### src/rtl/uart_loader_pkg.sv
// Shared constants and state encoding for the UART boot loader.
// Optional feature macro: LOADER_CHECKSUM_EN (adds the SUM state and checksum compare).
package loader_pkg;

   localparam int WORD_W         = 32;
   localparam int BYTES_PER_WORD = 4;
   localparam int HDR_W          = 32;
   localparam int LANE_W         = 2;

   typedef logic [2:0] state_t;

   localparam state_t ST_IDLE = 3'd0;
   localparam state_t ST_HDR  = 3'd1;
   localparam state_t ST_DATA = 3'd2;
   localparam state_t ST_SUM  = 3'd3;
   localparam state_t ST_DONE = 3'd4;
   localparam state_t ST_ERR  = 3'd5;

   // States in which received bytes are consumed and start is ignored.
   function automatic logic is_busy(input state_t s);
      return (s == ST_HDR) || (s == ST_DATA) || (s == ST_SUM);
   endfunction

endpackage

### src/rtl/uart_loader_byte_assembler.sv
// Packs a little-endian byte stream into 32-bit words.
// word is the current partial word with the incoming byte inserted; word_valid
// pulses in the cycle the 4th byte arrives so the consumer can register it.
module byte_assembler
   import loader_pkg::*;
(
   input  logic              clk,
   input  logic              reset,
   input  logic              clear,
   input  logic              byte_valid,
   input  logic [7:0]        byte_in,
   output logic [WORD_W-1:0] word,
   output logic              word_valid
);

   localparam logic [LANE_W-1:0] LANE_LAST = LANE_W'(BYTES_PER_WORD - 1);

   logic [LANE_W-1:0] lane_q, lane_d;
   logic [WORD_W-1:0] shift_q, shift_d;

   // Insert the incoming byte into its lane and decide the next lane/partial word.
   always_comb begin
      word       = shift_q;
      word_valid = 1'b0;
      lane_d     = lane_q;
      shift_d    = shift_q;
      case (lane_q)
         2'd0:    word[7:0]   = byte_in;
         2'd1:    word[15:8]  = byte_in;
         2'd2:    word[23:16] = byte_in;
         2'd3:    word[31:24] = byte_in;
         default: word        = shift_q;
      endcase
      if (clear) begin
         lane_d  = '0;
         shift_d = '0;
      end else if (byte_valid) begin
         if (lane_q == LANE_LAST) begin
            word_valid = 1'b1;
            lane_d     = '0;
            shift_d    = '0;
         end else begin
            lane_d  = lane_q + 2'd1;
            shift_d = word;
         end
      end else begin
         lane_d  = lane_q;
         shift_d = shift_q;
      end
   end

   // Lane counter and partial-word register.
   always_ff @(posedge clk) begin
      if (reset) begin
         lane_q  <= '0;
         shift_q <= '0;
      end else begin
         lane_q  <= lane_d;
         shift_q <= shift_d;
      end
   end

endmodule

### src/rtl/uart_loader.sv
// Boot loader: framed UART byte stream -> 32-bit memory write cycles.
// Frame: header N (words), N data words, then a checksum word when
// LOADER_CHECKSUM_EN is defined. All fields little-endian.
module uart_loader
   import loader_pkg::*;
#(
   parameter int ADDR_W    = 14,
   parameter int MAX_WORDS = 16384
) (
   input  logic              clk,
   input  logic              reset,
   input  logic              start,
   input  logic [7:0]        rx_byte,
   input  logic              rx_valid,
   input  logic              rx_timeout,
   output logic              mem_we,
   output logic [ADDR_W-1:0] mem_addr,
   output logic [31:0]       mem_wdata,
   output logic              busy,
   output logic              done,
   output logic              error,
   output logic [ADDR_W:0]   word_count
);

   localparam logic [ADDR_W:0] CNT_ONE = {{ADDR_W{1'b0}}, 1'b1};

   state_t            state_q, state_d;
   logic [ADDR_W:0]   count_q, count_d;
   logic [ADDR_W:0]   target_q, target_d;
   logic              mem_we_q, mem_we_d;
   logic [ADDR_W-1:0] mem_addr_q, mem_addr_d;
   logic [31:0]       mem_wdata_q, mem_wdata_d;
   logic              busy_q, done_q, error_q;
`ifdef LOADER_CHECKSUM_EN
   logic [WORD_W-1:0] sum_q, sum_d;
`endif

   logic              start_acc_s;
   logic              asm_valid_s;
   logic [WORD_W-1:0] word_s;
   logic              word_valid_s;
   logic              hdr_ok_s;
   logic              last_word_s;

   // Only an idle/finished loader accepts start; bytes are only consumed while busy.
   assign start_acc_s = start && !is_busy(state_q);
   assign asm_valid_s = rx_valid && is_busy(state_q) && !rx_timeout;
   assign hdr_ok_s    = (word_s != 32'd0) && (word_s <= 32'(MAX_WORDS));
   assign last_word_s = ((count_q + CNT_ONE) == target_q);

   byte_assembler u_asm (
      .clk        (clk),
      .reset      (reset),
      .clear      (start_acc_s | rx_timeout),
      .byte_valid (asm_valid_s),
      .byte_in    (rx_byte),
      .word       (word_s),
      .word_valid (word_valid_s)
   );

   // Load sequencing: header check, data writes, optional checksum compare.
   always_comb begin
      state_d     = state_q;
      count_d     = count_q;
      target_d    = target_q;
      mem_we_d    = 1'b0;
      mem_addr_d  = mem_addr_q;
      mem_wdata_d = mem_wdata_q;
`ifdef LOADER_CHECKSUM_EN
      sum_d       = sum_q;
`endif
      if (start_acc_s) begin
         state_d = ST_HDR;
         count_d = '0;
`ifdef LOADER_CHECKSUM_EN
         sum_d   = '0;
`endif
      end else if (is_busy(state_q) && rx_timeout) begin
         state_d = ST_ERR;
      end else if (word_valid_s) begin
         case (state_q)
            ST_HDR: begin
               if (hdr_ok_s) begin
                  state_d  = ST_DATA;
                  target_d = word_s[ADDR_W:0];
               end else begin
                  state_d = ST_ERR;
               end
            end
            ST_DATA: begin
               mem_we_d    = 1'b1;
               mem_addr_d  = count_q[ADDR_W-1:0];
               mem_wdata_d = word_s;
               count_d     = count_q + CNT_ONE;
`ifdef LOADER_CHECKSUM_EN
               sum_d       = sum_q + word_s;
               if (last_word_s) begin
                  state_d = ST_SUM;
               end else begin
                  state_d = ST_DATA;
               end
`else
               if (last_word_s) begin
                  state_d = ST_DONE;
               end else begin
                  state_d = ST_DATA;
               end
`endif
            end
`ifdef LOADER_CHECKSUM_EN
            ST_SUM: begin
               if (word_s == sum_q) begin
                  state_d = ST_DONE;
               end else begin
                  state_d = ST_ERR;
               end
            end
`endif
            default: state_d = state_q;
         endcase
      end else begin
         state_d = state_q;
      end
   end

   // State, counters and registered outputs.
   always_ff @(posedge clk) begin
      if (reset) begin
         state_q     <= ST_IDLE;
         count_q     <= '0;
         target_q    <= '0;
         mem_we_q    <= 1'b0;
         mem_addr_q  <= '0;
         mem_wdata_q <= '0;
         busy_q      <= 1'b0;
         done_q      <= 1'b0;
         error_q     <= 1'b0;
`ifdef LOADER_CHECKSUM_EN
         sum_q       <= '0;
`endif
      end else begin
         state_q     <= state_d;
         count_q     <= count_d;
         target_q    <= target_d;
         mem_we_q    <= mem_we_d;
         mem_addr_q  <= mem_addr_d;
         mem_wdata_q <= mem_wdata_d;
         busy_q      <= is_busy(state_d);
         done_q      <= (state_d == ST_DONE);
         error_q     <= (state_d == ST_ERR);
`ifdef LOADER_CHECKSUM_EN
         sum_q       <= sum_d;
`endif
      end
   end

   assign mem_we     = mem_we_q;
   assign mem_addr   = mem_addr_q;
   assign mem_wdata  = mem_wdata_q;
   assign busy       = busy_q;
   assign done       = done_q;
   assign error      = error_q;
   assign word_count = count_q;

endmodule

### config.mk
export PLATFORM = sky130hd
export DESIGN_NAME = uart_loader
export DESIGN_NICKNAME = d
export VERILOG_FILES = /design/src/rtl/uart_loader_pkg.sv /design/src/rtl/uart_loader_byte_assembler.sv /design/src/rtl/uart_loader.sv
export SDC_FILE = /design/constraint.sdc
export NUM_CORES = 1
export LEC_CHECK = 0
export CORE_AREA = 2 2 121 123
export CTS_BUF_LIST = sky130_fd_sc_hd__clkbuf_8
export DETAILED_ROUTE_END_ITERATION = 10
export DIE_AREA = 0 0 123 125
export HOLD_SLACK_MARGIN = 0.1
export SLEW_MARGIN = 10
export SYNTH_ARGS = -nofsm -noshare
export SYNTH_HDL_FRONTEND = slang
export SYNTH_SLANG_ARGS = --single-unit
### constraint.sdc
create_clock -name clk -period 3.1 [get_ports clk]
set_clock_uncertainty 0.15 [all_clocks]
set_input_delay 0.93 -clock clk [delete_from_list [all_inputs] [get_ports clk]]
set_output_delay 0.93 -clock clk [all_outputs]
set_load 0.1 [all_outputs]
==> reports/metrics.csv, run 1 <==
stage;metric;value;unit
synth;Cells after Synth;616;
worst_setup_path;Req. time, crit path;3300;ps
power;worst vdd ir;0.253;mV
cells_and_area;share of layout cells above drive strength 1;25.0;%
timing;Max Clk Rate;338;MHz
synth;flops & latches, synth;117;
route;per-cell routed wire length;15.4;um
route;Routed Antenna Nets;0;
power;Flop pwr share;47.2;%
clock_tree;hold_buf cts;0;
placement;pre-CTS WS;-598;ps
floorplanning;Die X;123;um
clock_tree;clk root buf;clkbuf_8;
clock_tree;CTS buffer count;17;
timing;unrepaired setup endpoints after global routing;no;
worst_setup_path;Setup crit start kind;input pin;
placement;Final HPWL DP;9.93;mm
synth;Syn Nets;634;
route;DRC;0;
synth;Synth area leaders;dfxtp_1 44%, mux2i_1 9.2%, nor2_1 6.4%, nand2_1 5.4%, a211oi_1 3.9%;
route;drt pass-1 iters;4;
synth;Ys Warns;0;
run_status;outcome;finished, final reports clean;
route;Avg Vias per Cell;5.14;
floorplanning;die area;0.0154;mm2
timing;worst hold slack;308;ps
synth;Post-synth top flop;dfxtp_1;
power;clock share of power;47.7;%
synth;Synth top cells by count;117 x dfxtp_1, 91 x nor2_1, 77 x nand2_1;
global_routing;vias in the first global route;4563;
synth;ys async rst share;0;%
power;Logic pwr share;5.1;%
placement;GP Congestion;0.841;
placement;port bufs;77;
synth;Netlist cell types;47;
cells_and_area;Layout area overhead;30.4;%
floorplanning;Ports;78;
power;sw frac;23.3;%
clock_tree;clock sink count;117;
synth;area leader, netlist;dfxtp_1;
floorplanning;row count;44;
run;# Max-Cap Violations;0;
worst_setup_path;worst-path maximum fanout;4;
clock_tree;Clk Latency, worst-skew pair;450;ps
worst_setup_path;Arr. time, crit path;3170;ps
global_routing;Total Routing Usage GR;18.9;%
worst_setup_path;Worst setup EP type;flip-flop;
power;Sw Pwr;0.000749;W
timing;Pins Over Slew Limit;0;
synth;EDFF count, synth;0;
route;vias post-DR;4692;
synth;most frequent cell after synthesis;dfxtp_1;
timing;Hold Vio Cnt, Final;0;
timing;PnR worst setup slack;139;ps
power;internal power;0.00246;W
min_path;Hold Path Class;reg -> reg;
global_routing;first-pass GRT wire length;22.7;mm
floorplanning;Initial Utilization;37.7;%
timing;Final Setup Violations;0;
clock_tree;CTS tree;done;
synth;register area share after synthesis;43.7;%
clock_tree;clk slew on worst S/H paths;70;ps
worst_setup_path;slowest CP cell;clkdlybuf4s50_1;
worst_setup_path;crit path kind;in -> reg;
cells_and_area;Design Area, Final;0.00698;mm2
worst_setup_path;CP peak stage delay;470;ps
power;Leak;2.69;nW
route;Detailed Route Iter0 Violations;233;
cells_and_area;NumNets Final;734;
route;WL final;14.1;mm
timing;Tmin final;2960;ps
power;cell area power density;460;mW/mm2
synth;Synth top area share;43.7;%
floorplanning;die height;125;um
timing;Worst-Margin Slew;691;ps
placement;Post-DP Area;0.00643;mm2
global_routing;GRT overflow;0;
synth;Mean Syn Cell Area;8.69;um2
synth;post-synthesis cell area;0.00535;mm2
clock_tree;worst-case clock buffer depth;2;
timing;period utilisation layout;95.5;%
cells_and_area;ant diodes;0;
global_routing;largest net degree at the start of global routing;66;
global_routing;initial antenna violation count;0;
timing;Worst slew margin;53.9;%
floorplanning;Core ar.;0.0142;mm2
clock_tree;H-tree depth;4;
worst_setup_path;critical-path cell list;clkdlybuf4s50_1 -> buf_4 -> or3_1 -> a221oi_1 -> buf_4 -> a21boi_1 -> or3_1 -> a221oi_1;
## path summary, 6_finish.rpt
| check | from | to | slack, ps | cells past startpoint |
|---|---|---|---|---|
| max | rx_byte[4] | busy | 140 | 8 |
| min | mem_addr[6] | mem_addr[6] | 310 | 2 |
| max reg2reg | word_count[2] | busy | 290 | 7 |
| min reg2reg | mem_addr[6] | mem_addr[6] | 310 | 2 |
## registers in the layout, summed over array words and instances (netlist names)
| register | count |
|---|---|
| u_asm.shift_q | 32 |
| state_q | 3 |
| word_count | 15 |
| error | 1 |
| target_q | 15 |
| busy | 1 |
| mem_addr | 14 |
| u_asm.lane_q | 2 |
| mem_wdata | 32 |
| done | 1 |
| mem_we | 1 |
## critical path: cells and delay by family
kind | cells | cell delay [ps]
simple gates | 2 | 690
compound gates | 3 | 710
buf+inv | 3 | 820
## layout by cell type, fill, tap and decap left out, drive strengths merged, types with 4 or more instances in the layout
cell type,netlist,routed
buf,14,118
dfxtp,117,117
nor2,91,91
nand2,77,77
mux2i,49,49
a21oi,40,40
a211oi,28,28
clkbuf,35,19
nand3,18,18
xor2,15,15
xnor2,15,15
mux2,10,10
inv,7,9
nor3,9,9
nor4,9,9
o21ai,8,8
and2,8,8
nand4,8,8
nand2b,6,6
ha,5,5
clkinv,0,5
or3,4,4
and4,4,4
bufinv,0,4
dlymetal6s2s,0,4
clkdlybuf4s50,0,4
nor3b,4,4
and3,4,4
o2111ai,4,4
## stage by stage
stage	instances	power (W)	TNS, ps	utilization [%]
after CTS	911	0.00325	0	48.5
after detailed placement	878	0.00171	-12010	45.3
after floorplan	616	0.00164	0	-
after global routing	913	0.00332	0	49.1
final	913	0.00321	0	49.1
after global placement	878	0.00171	-10940	45.3
## area by class of cell
class | instances | area (um2)
Clock buffer | 18 | 248
Clock inverter | 14 | 184
Fill cell | 1349 | 7220
Inverter | 7 | 26.3
Multi-Input combinational cell | 443 | 2860
Sequential cell | 117 | 2340
Tap cell | 184 | 230
Timing Repair Buffer | 130 | 1090
## routing by layer
layer,global-route usage [%],vias up,wire (um)
met4,7.02,0,212
met5,0,-,0
met1,24.4,2225,6600
met3,5.29,21,509
li1,-,2353,-
met2,30.0,93,6750
## timing repair
action,4_1_cts,5_1_grt
setup buffers,1,1
pin swaps,1,9
cloned,0,1
setup endpoints to repair,19,21
resized for setup,9,13
## power by group through the flow
stage | Combinational, W | Sequential, W | Clock (W)
global placement | 0.000160 | 0.00155 | 0
finish | 0.000164 | 0.00151 | 0.00153
detailed placement | 0.000162 | 0.00155 | 0
floorplan | 0.0000735 | 0.00156 | 0
CTS | 0.000163 | 0.00151 | 0.00157
global route | 0.000177 | 0.00151 | 0.00163
## cell families after synthesis
kind of cell             Yosys count  synth area share, %
multiplexers                      59                 11.3
flip-flops                       117                 43.7
AO/OA/AOI/OAI                    101                 13.1
adder cells (fa/ha/maj)            5                 1.17
buffers and inverters             56                 4.21
AND/OR/NAND/NOR                  248                 21.6
XOR/XNOR                          30                 4.91
(Power assumes the default switching activity.)
==> run 2: changes to the inputs <==
==> constraint.sdc (replaced) <==
create_clock -name clk -period 3.1 [get_ports clk]
set_clock_uncertainty 0.15 [all_clocks]
set_input_delay 0.62 -clock clk [delete_from_list [all_inputs] [get_ports clk]]
set_output_delay 0.62 -clock clk [all_outputs]
set_load 0.1 [all_outputs]
==> run 2 against run 1 <==
Against the previous run:
- sequential power about the same
- final cell count down 0.22%
- register-to-register slack worse by 80 ps
- maximum frequency increased by 0.29%
- die area unchanged
- cell area decreased by 1.9%
- flip-flop and latch count unchanged
- combinational power barely moved
- count of clock-buffer cells in the layout increased by 2
- non-clock buffer count shrank 2
- highest routed layer unchanged
- first-iteration DRC count is 12% higher
- largest power group is now registers
- wire length fell by 1.0%
==> reports/metrics.csv, run 2 (synthesized netlist as in run 1, its figures left out) <==
stage;metric;value;unit
run_status;outcome;finished, final reports clean;
placement;Final HPWL DP;9.95;mm
global_routing;vias in the first global route;4487;
worst_setup_path;Req. time, crit path;3300;ps
route;WL final;13.9;mm
route;DRC;0;
route;vias post-DR;4740;
worst_setup_path;CP peak stage delay;500;ps
global_routing;first-pass GRT wire length;22.7;mm
placement;port bufs;77;
placement;GP Congestion;0.854;
timing;period utilisation layout;95.3;%
worst_setup_path;crit path kind;in -> reg;
worst_setup_path;slowest CP cell;clkdlybuf4s50_1;
clock_tree;Clk Latency, worst-skew pair;440;ps
worst_setup_path;critical-path cell list;clkdlybuf4s50_1 -> buf_4 -> mux2i_1 -> o2111ai_1 -> nor4_1 -> buf_4 -> mux2i_1 -> a21boi_0 -> or3_1 -> a221oi_2;
cells_and_area;FF/Latch Area;0.00234;mm2
floorplanning;die height;125;um
timing;Pins Over Slew Limit;0;
global_routing;GRT overflow;0;
cells_and_area;area taken by multi-input logic gates;0.00282;mm2
route;Detailed Route Iter0 Violations;261;
worst_setup_path;Critical R2R Capture;busy;
worst_setup_path;worst-path maximum fanout;5;
floorplanning;Die X;123;um
clock_tree;H-tree depth;4;
route;per-cell routed wire length;15.3;um
cells_and_area;most common cell after layout, fill and taps aside;dfxtp_1;
worst_setup_path;Worst setup EP type;flip-flop;
power;Leak;2.60;nW
worst_setup_path;Setup crit start kind;input pin;
min_path;Worst Hold Launch;mem_addr[12];
timing;Worst slew margin;49.8;%
clock_tree;CTS tree;done;
floorplanning;Initial Utilization;37.7;%
timing;Hold Vio Cnt, Final;0;
run;# Max-Cap Violations;0;
floorplanning;Core ar.;0.0142;mm2
clock_tree;clock sink count;117;
cells_and_area;final core occ;48.2;%
clock_tree;clk slew on worst S/H paths;70;ps
worst_setup_path;R2R Path Start;u_asm.lane_q[0];
worst_setup_path;CP bufs+invs;3;
floorplanning;row count;44;
route;Avg Vias per Cell;5.20;
route;Routed Antenna Nets;0;
clock_tree;Post-CTS Setup Bufs;0;
worst_setup_path;Arr. time, crit path;3150;ps
clock_tree;worst-case clock buffer depth;2;
min_path;hold path depth;2;
cells_and_area;fill count;1379;
power;worst vdd ir;0.251;mV
clock_tree;clk root buf;clkbuf_8;
cells_and_area;NumNets Final;732;
floorplanning;Ports;78;
min_path;Worst Hold Path EP;mem_addr[12];
timing;Final Setup Violations;0;
cells_and_area;share of layout cells above drive strength 1;23.9;%
cells_and_area;fin cells;911;
timing;Tmin final;2950;ps
placement;Post-DP Area;0.00642;mm2
power;power after layout;0.00309;W
timing;unrepaired setup endpoints after global routing;no;
floorplanning;die area;0.0154;mm2
route;drt pass-1 iters;5;
min_path;Hold Path Class;reg -> reg;
worst_setup_path;R2R Setup Slk;210;ps
timing;Worst-Margin Slew;748;ps
cells_and_area;ant diodes;0;
clock_tree;CTS buffer count;17;
cells_and_area;most frequent cells in the layout;115 x dfxtp_1, 113 x buf_4, 91 x nor2_1, 77 x nand2_1, 48 x mux2i_1;
global_routing;initial antenna violation count;0;
timing;Max Clk Rate;339;MHz
global_routing;largest net degree at the start of global routing;66;
cells_and_area;Design Area, Final;0.00685;mm2
timing;PnR worst setup slack;147;ps
placement;dpl cells;879;
cells_and_area;Layout area overhead;28.0;%
global_routing;Total Routing Usage GR;18.8;%
power;cell area power density;451;mW/mm2
worst_setup_path;Crit path max-delay family;buffers and inverters;
worst_setup_path;R2R cell count;10;
placement;pre-CTS WS;-260;ps
-- run 2: worst max path at each step --
stage                     from   end  slack (ps)  cells past startpoint
6_report            rx_byte[7]  busy         150                     10
3_5_place_dp        rx_byte[2]  busy        -260                      9
4_1_cts        u_asm.lane_q[0]  busy         160                     10
2_1_floorplan    word_count[4]  busy           3                      8
3_3_place_gp        rx_byte[2]  busy        -200                      9
5_1_grt             rx_byte[7]  busy           3                     10
-- run 2: tightest hold or removal path: stages, from the launching register on --
cell and delay, ps:
dfxtp_1 310, nand2_1 50, a21oi_1 50
-- run 2: timing repair --
item                       CTS  global route
resized for setup            0             6
hold buffers                 0             0
setup endpoints to repair    0            10
-- run 2: area by class of cell --
| cell class | instances | area share [%] |
|---|---|---|
| clock buffer | 20 | 4.02 |
| tap | 184 | 3.36 |
| multi-input combinational | 443 | 41.2 |
| timing repair buffer | 128 | 14.9 |
| sequential | 117 | 34.2 |
| clock inverter | 12 | 1.88 |
| inverter | 7 | 0.384 |
-- run 2: routing by layer --
| layer | GRT usage, % | up-vias | part of all wire [%] |
|---|---|---|---|
| met5 | 0 | - | 0 |
| met4 | 6.89 | 0 | 1.4 |
| met3 | 4.97 | 16 | 4.1 |
| met2 | 29.6 | 100 | 48 |
| met1 | 24.6 | 2278 | 47 |
| li1 | - | 2346 | - |
-- run 2: per-stage QoR --
| step | hold WS (ps) | TNS [ps] |
|---|---|---|
| finish | 309 | 0 |
| CTS | 307 | 0 |
| detailed placement | 297 | -4100 |
| floorplan | 298 | 0 |
| global placement | 293 | -2850 |
| global route | 330 | 0 |
-- run 2: report_power, final --
part / internal [W] / total (W) / switching (W)
logic: 0.0000591 / 0.000161 / 0.000102
clock network: 0.000773 / 0.00141 / 0.000640
registers: 0.00151 / 0.00151 / 0.00000566
total: 0.00234 / 0.00309 / 0.000747
==> run 3: changes to the inputs <==
==> constraint.sdc (replaced) <==
create_clock -name clk -period 3.4 [get_ports clk]
set_clock_uncertainty 0.15 [all_clocks]
set_input_delay 0.68 -clock clk [delete_from_list [all_inputs] [get_ports clk]]
set_output_delay 0.68 -clock clk [all_outputs]
set_load 0.1 [all_outputs]
==> run 3 against run 2 <==
Against the previous run:
- global-route usage is 0.50 points lower
- worst setup slack better by 150 ps
- register-to-register slack better by 80 ps
- cell area shrank 2.1%
- first-iteration DRC count fell by 8.8%
- wire length shrank 1.4%
- count of clock-buffer cells in the layout down 1
- non-clock buffer count decreased by 18
- power down 3.6%
- critical path type is now reg -> reg
==> reports/metrics.csv, run 3 (synthesized netlist as in run 1, its figures left out) <==
stage;metric;value;unit
run_status;outcome;finished, final reports clean;
placement;Post-DP Area;0.00625;mm2
timing;Worst slew margin;49.8;%
global_routing;vias in the first global route;4382;
worst_setup_path;CP peak stage delay;390;ps
floorplanning;die area;0.0154;mm2
route;Avg Vias per Cell;5.14;
clock_tree;CTS resizes;0;
cells_and_area;Design Area, Final;0.00671;mm2
global_routing;largest net degree at the start of global routing;66;
placement;Final HPWL DP;9.71;mm
timing;Pins Over Slew Limit;0;
timing;Final Setup Violations;0;
clock_tree;clock sink count;117;
worst_setup_path;R2R cell count;10;
timing;Tmin final;3110;ps
floorplanning;Ports;78;
run;# Max-Cap Violations;0;
worst_setup_path;crit path kind;reg -> reg;
global_routing;initial antenna violation count;0;
worst_setup_path;worst setup path startpoint;u_asm.lane_q[0];
clock_tree;worst-case clock buffer depth;2;
cells_and_area;most frequent cells in the layout;117 x dfxtp_1, 97 x buf_4, 91 x nor2_1, 77 x nand2_1, 49 x mux2i_1;
clock_tree;Clk Latency, worst-skew pair;440;ps
power;power after layout;0.00298;W
route;per-cell routed wire length;15.4;um
worst_setup_path;critical-path cell list;inv_1 -> ha_1 -> buf_4 -> a211oi_1 -> o22ai_1 -> nor4_2 -> mux2i_1 -> a21boi_1 -> or3_1 -> a221oi_1;
timing;period utilisation layout;91.3;%
timing;unrepaired setup endpoints after global routing;no;
timing;Worst-Margin Slew;748;ps
route;WL final;13.7;mm
clock_tree;H-tree depth;4;
cells_and_area;fill count;1396;
placement;port bufs;77;
cells_and_area;ant diodes;0;
route;Routed Antenna Nets;0;
worst_setup_path;CP bufs+invs;2;
worst_setup_path;Crit. path cell count;10;
worst_setup_path;slowest CP cell;dfxtp_1;
min_path;Hold Path Class;reg -> reg;
worst_setup_path;Worst setup EP type;flip-flop;
clock_tree;clk slew on worst S/H paths;70;ps
clock_tree;clk root buf;clkbuf_8;
clock_tree;hold_buf cts;0;
cells_and_area;share of layout cells above drive strength 1;20.5;%
floorplanning;die height;125;um
power;worst vdd ir;0.240;mV
cells_and_area;most common cell after layout, fill and taps aside;dfxtp_1;
worst_setup_path;R2R Setup Slk;290;ps
worst_setup_path;CP endpoint;busy;
timing;Max Clk Rate;322;MHz
power;cell area power density;444;mW/mm2
placement;GP Congestion;0.865;
floorplanning;Die X;123;um
worst_setup_path;Crit path max-delay family;compound AO/OA/AOI/OAI gates;
worst_setup_path;Critical R2R Capture;busy;
route;drt pass-1 iters;4;
worst_setup_path;Setup crit start kind;flip-flop;
floorplanning;row count;44;
cells_and_area;fin cells;892;
route;vias post-DR;4582;
timing;Hold Vio Cnt, Final;0;
clock_tree;CTS tree;done;
route;Detailed Route Iter0 Violations;238;
cells_and_area;NumNets Final;714;
worst_setup_path;R2R Path Start;u_asm.lane_q[0];
power;Leak;2.54;nW
route;DRC;0;
placement;dpl cells;861;
worst_setup_path;worst-path maximum fanout;8;
global_routing;Total Routing Usage GR;18.3;%
timing;setup tns final;0;ps
cells_and_area;Layout area overhead;25.3;%
clock_tree;Post-CTS Setup Bufs;0;
worst_setup_path;Req. time, crit path;3590;ps
global_routing;first-pass GRT wire length;22.1;mm
clock_tree;CTS buffer count;17;
floorplanning;Initial Utilization;37.7;%
worst_setup_path;Arr. time, crit path;3300;ps
floorplanning;Core ar.;0.0142;mm2
global_routing;GRT overflow;0;
-- run 3: changes by cell type in the layout (fill, tap and decap cells not counted), sizes merged --
cell      change
bufinv        +3
clkinv        -2
clkbuf        -1
clkinvlp      -4
inv           +3
buf          -18
-- run 3: area by class of cell --
cell class	instances	area [um2]	area share, %
sequential	117	2340	34.9
tap	184	230	3.43
multi-input combinational	443	2800	41.7
clock inverter	12	186	2.78
inverter	7	26.3	0.392
clock buffer	19	262	3.90
timing repair buffer	110	863	12.9
-- run 3: metal layers --
metal,track usage [%],vias up,share of wire (%)
met3,5.25,15,3.7
met5,0,-,0
met2,28.7,87,47
met1,24.1,2173,48
met4,5.88,0,1.5
li1,-,2307,-
-- run 3: how the worst min path moves through the flow --
| stage | from | to | slack (ps) | cells after the start |
|---|---|---|---|---|
| finish | mem_addr[0] | mem_addr[0] | 310 | 2 |
| global route | mem_addr[7] | mem_addr[7] | 330 | 2 |
| CTS | mem_addr[0] | mem_addr[0] | 310 | 2 |
| detailed placement | mem_addr[0] | mem_addr[0] | 300 | 2 |
| global placement | mem_addr[12] | mem_addr[12] | 290 | 2 |
| floorplan | u_asm.shift_q[23] | u_asm.shift_q[23] | 300 | 2 |
-- run 3: per-stage QoR --
step                hold slack (ps)  util (%)  setup slack [ps]
floorplan                       298         -              78.0
global placement                293      44.0             -28.2
detailed placement              301      44.0             -70.5
CTS                             311      47.2               154
global route                    330      47.2              15.5
finish                          308      47.2               294
-- run 3: worst register-to-register path, cell delays in order (launching register included) --
cell and delay [ps]:
dfxtp_1 390, inv_1 80, ha_1 330, buf_4 230
a211oi_1 240, o22ai_1 130, nor4_2 320, mux2i_1 330
a21boi_1 140, or3_1 390, a221oi_1 280
-- run 3: report_power, final --
group | switching [W] | internal (W) | leakage, nW
clock | 0.000559 | 0.000896 | 0.231
combinational | 0.0000904 | 0.0000505 | 1.37
sequential | 0.00000505 | 0.00138 | 0.943
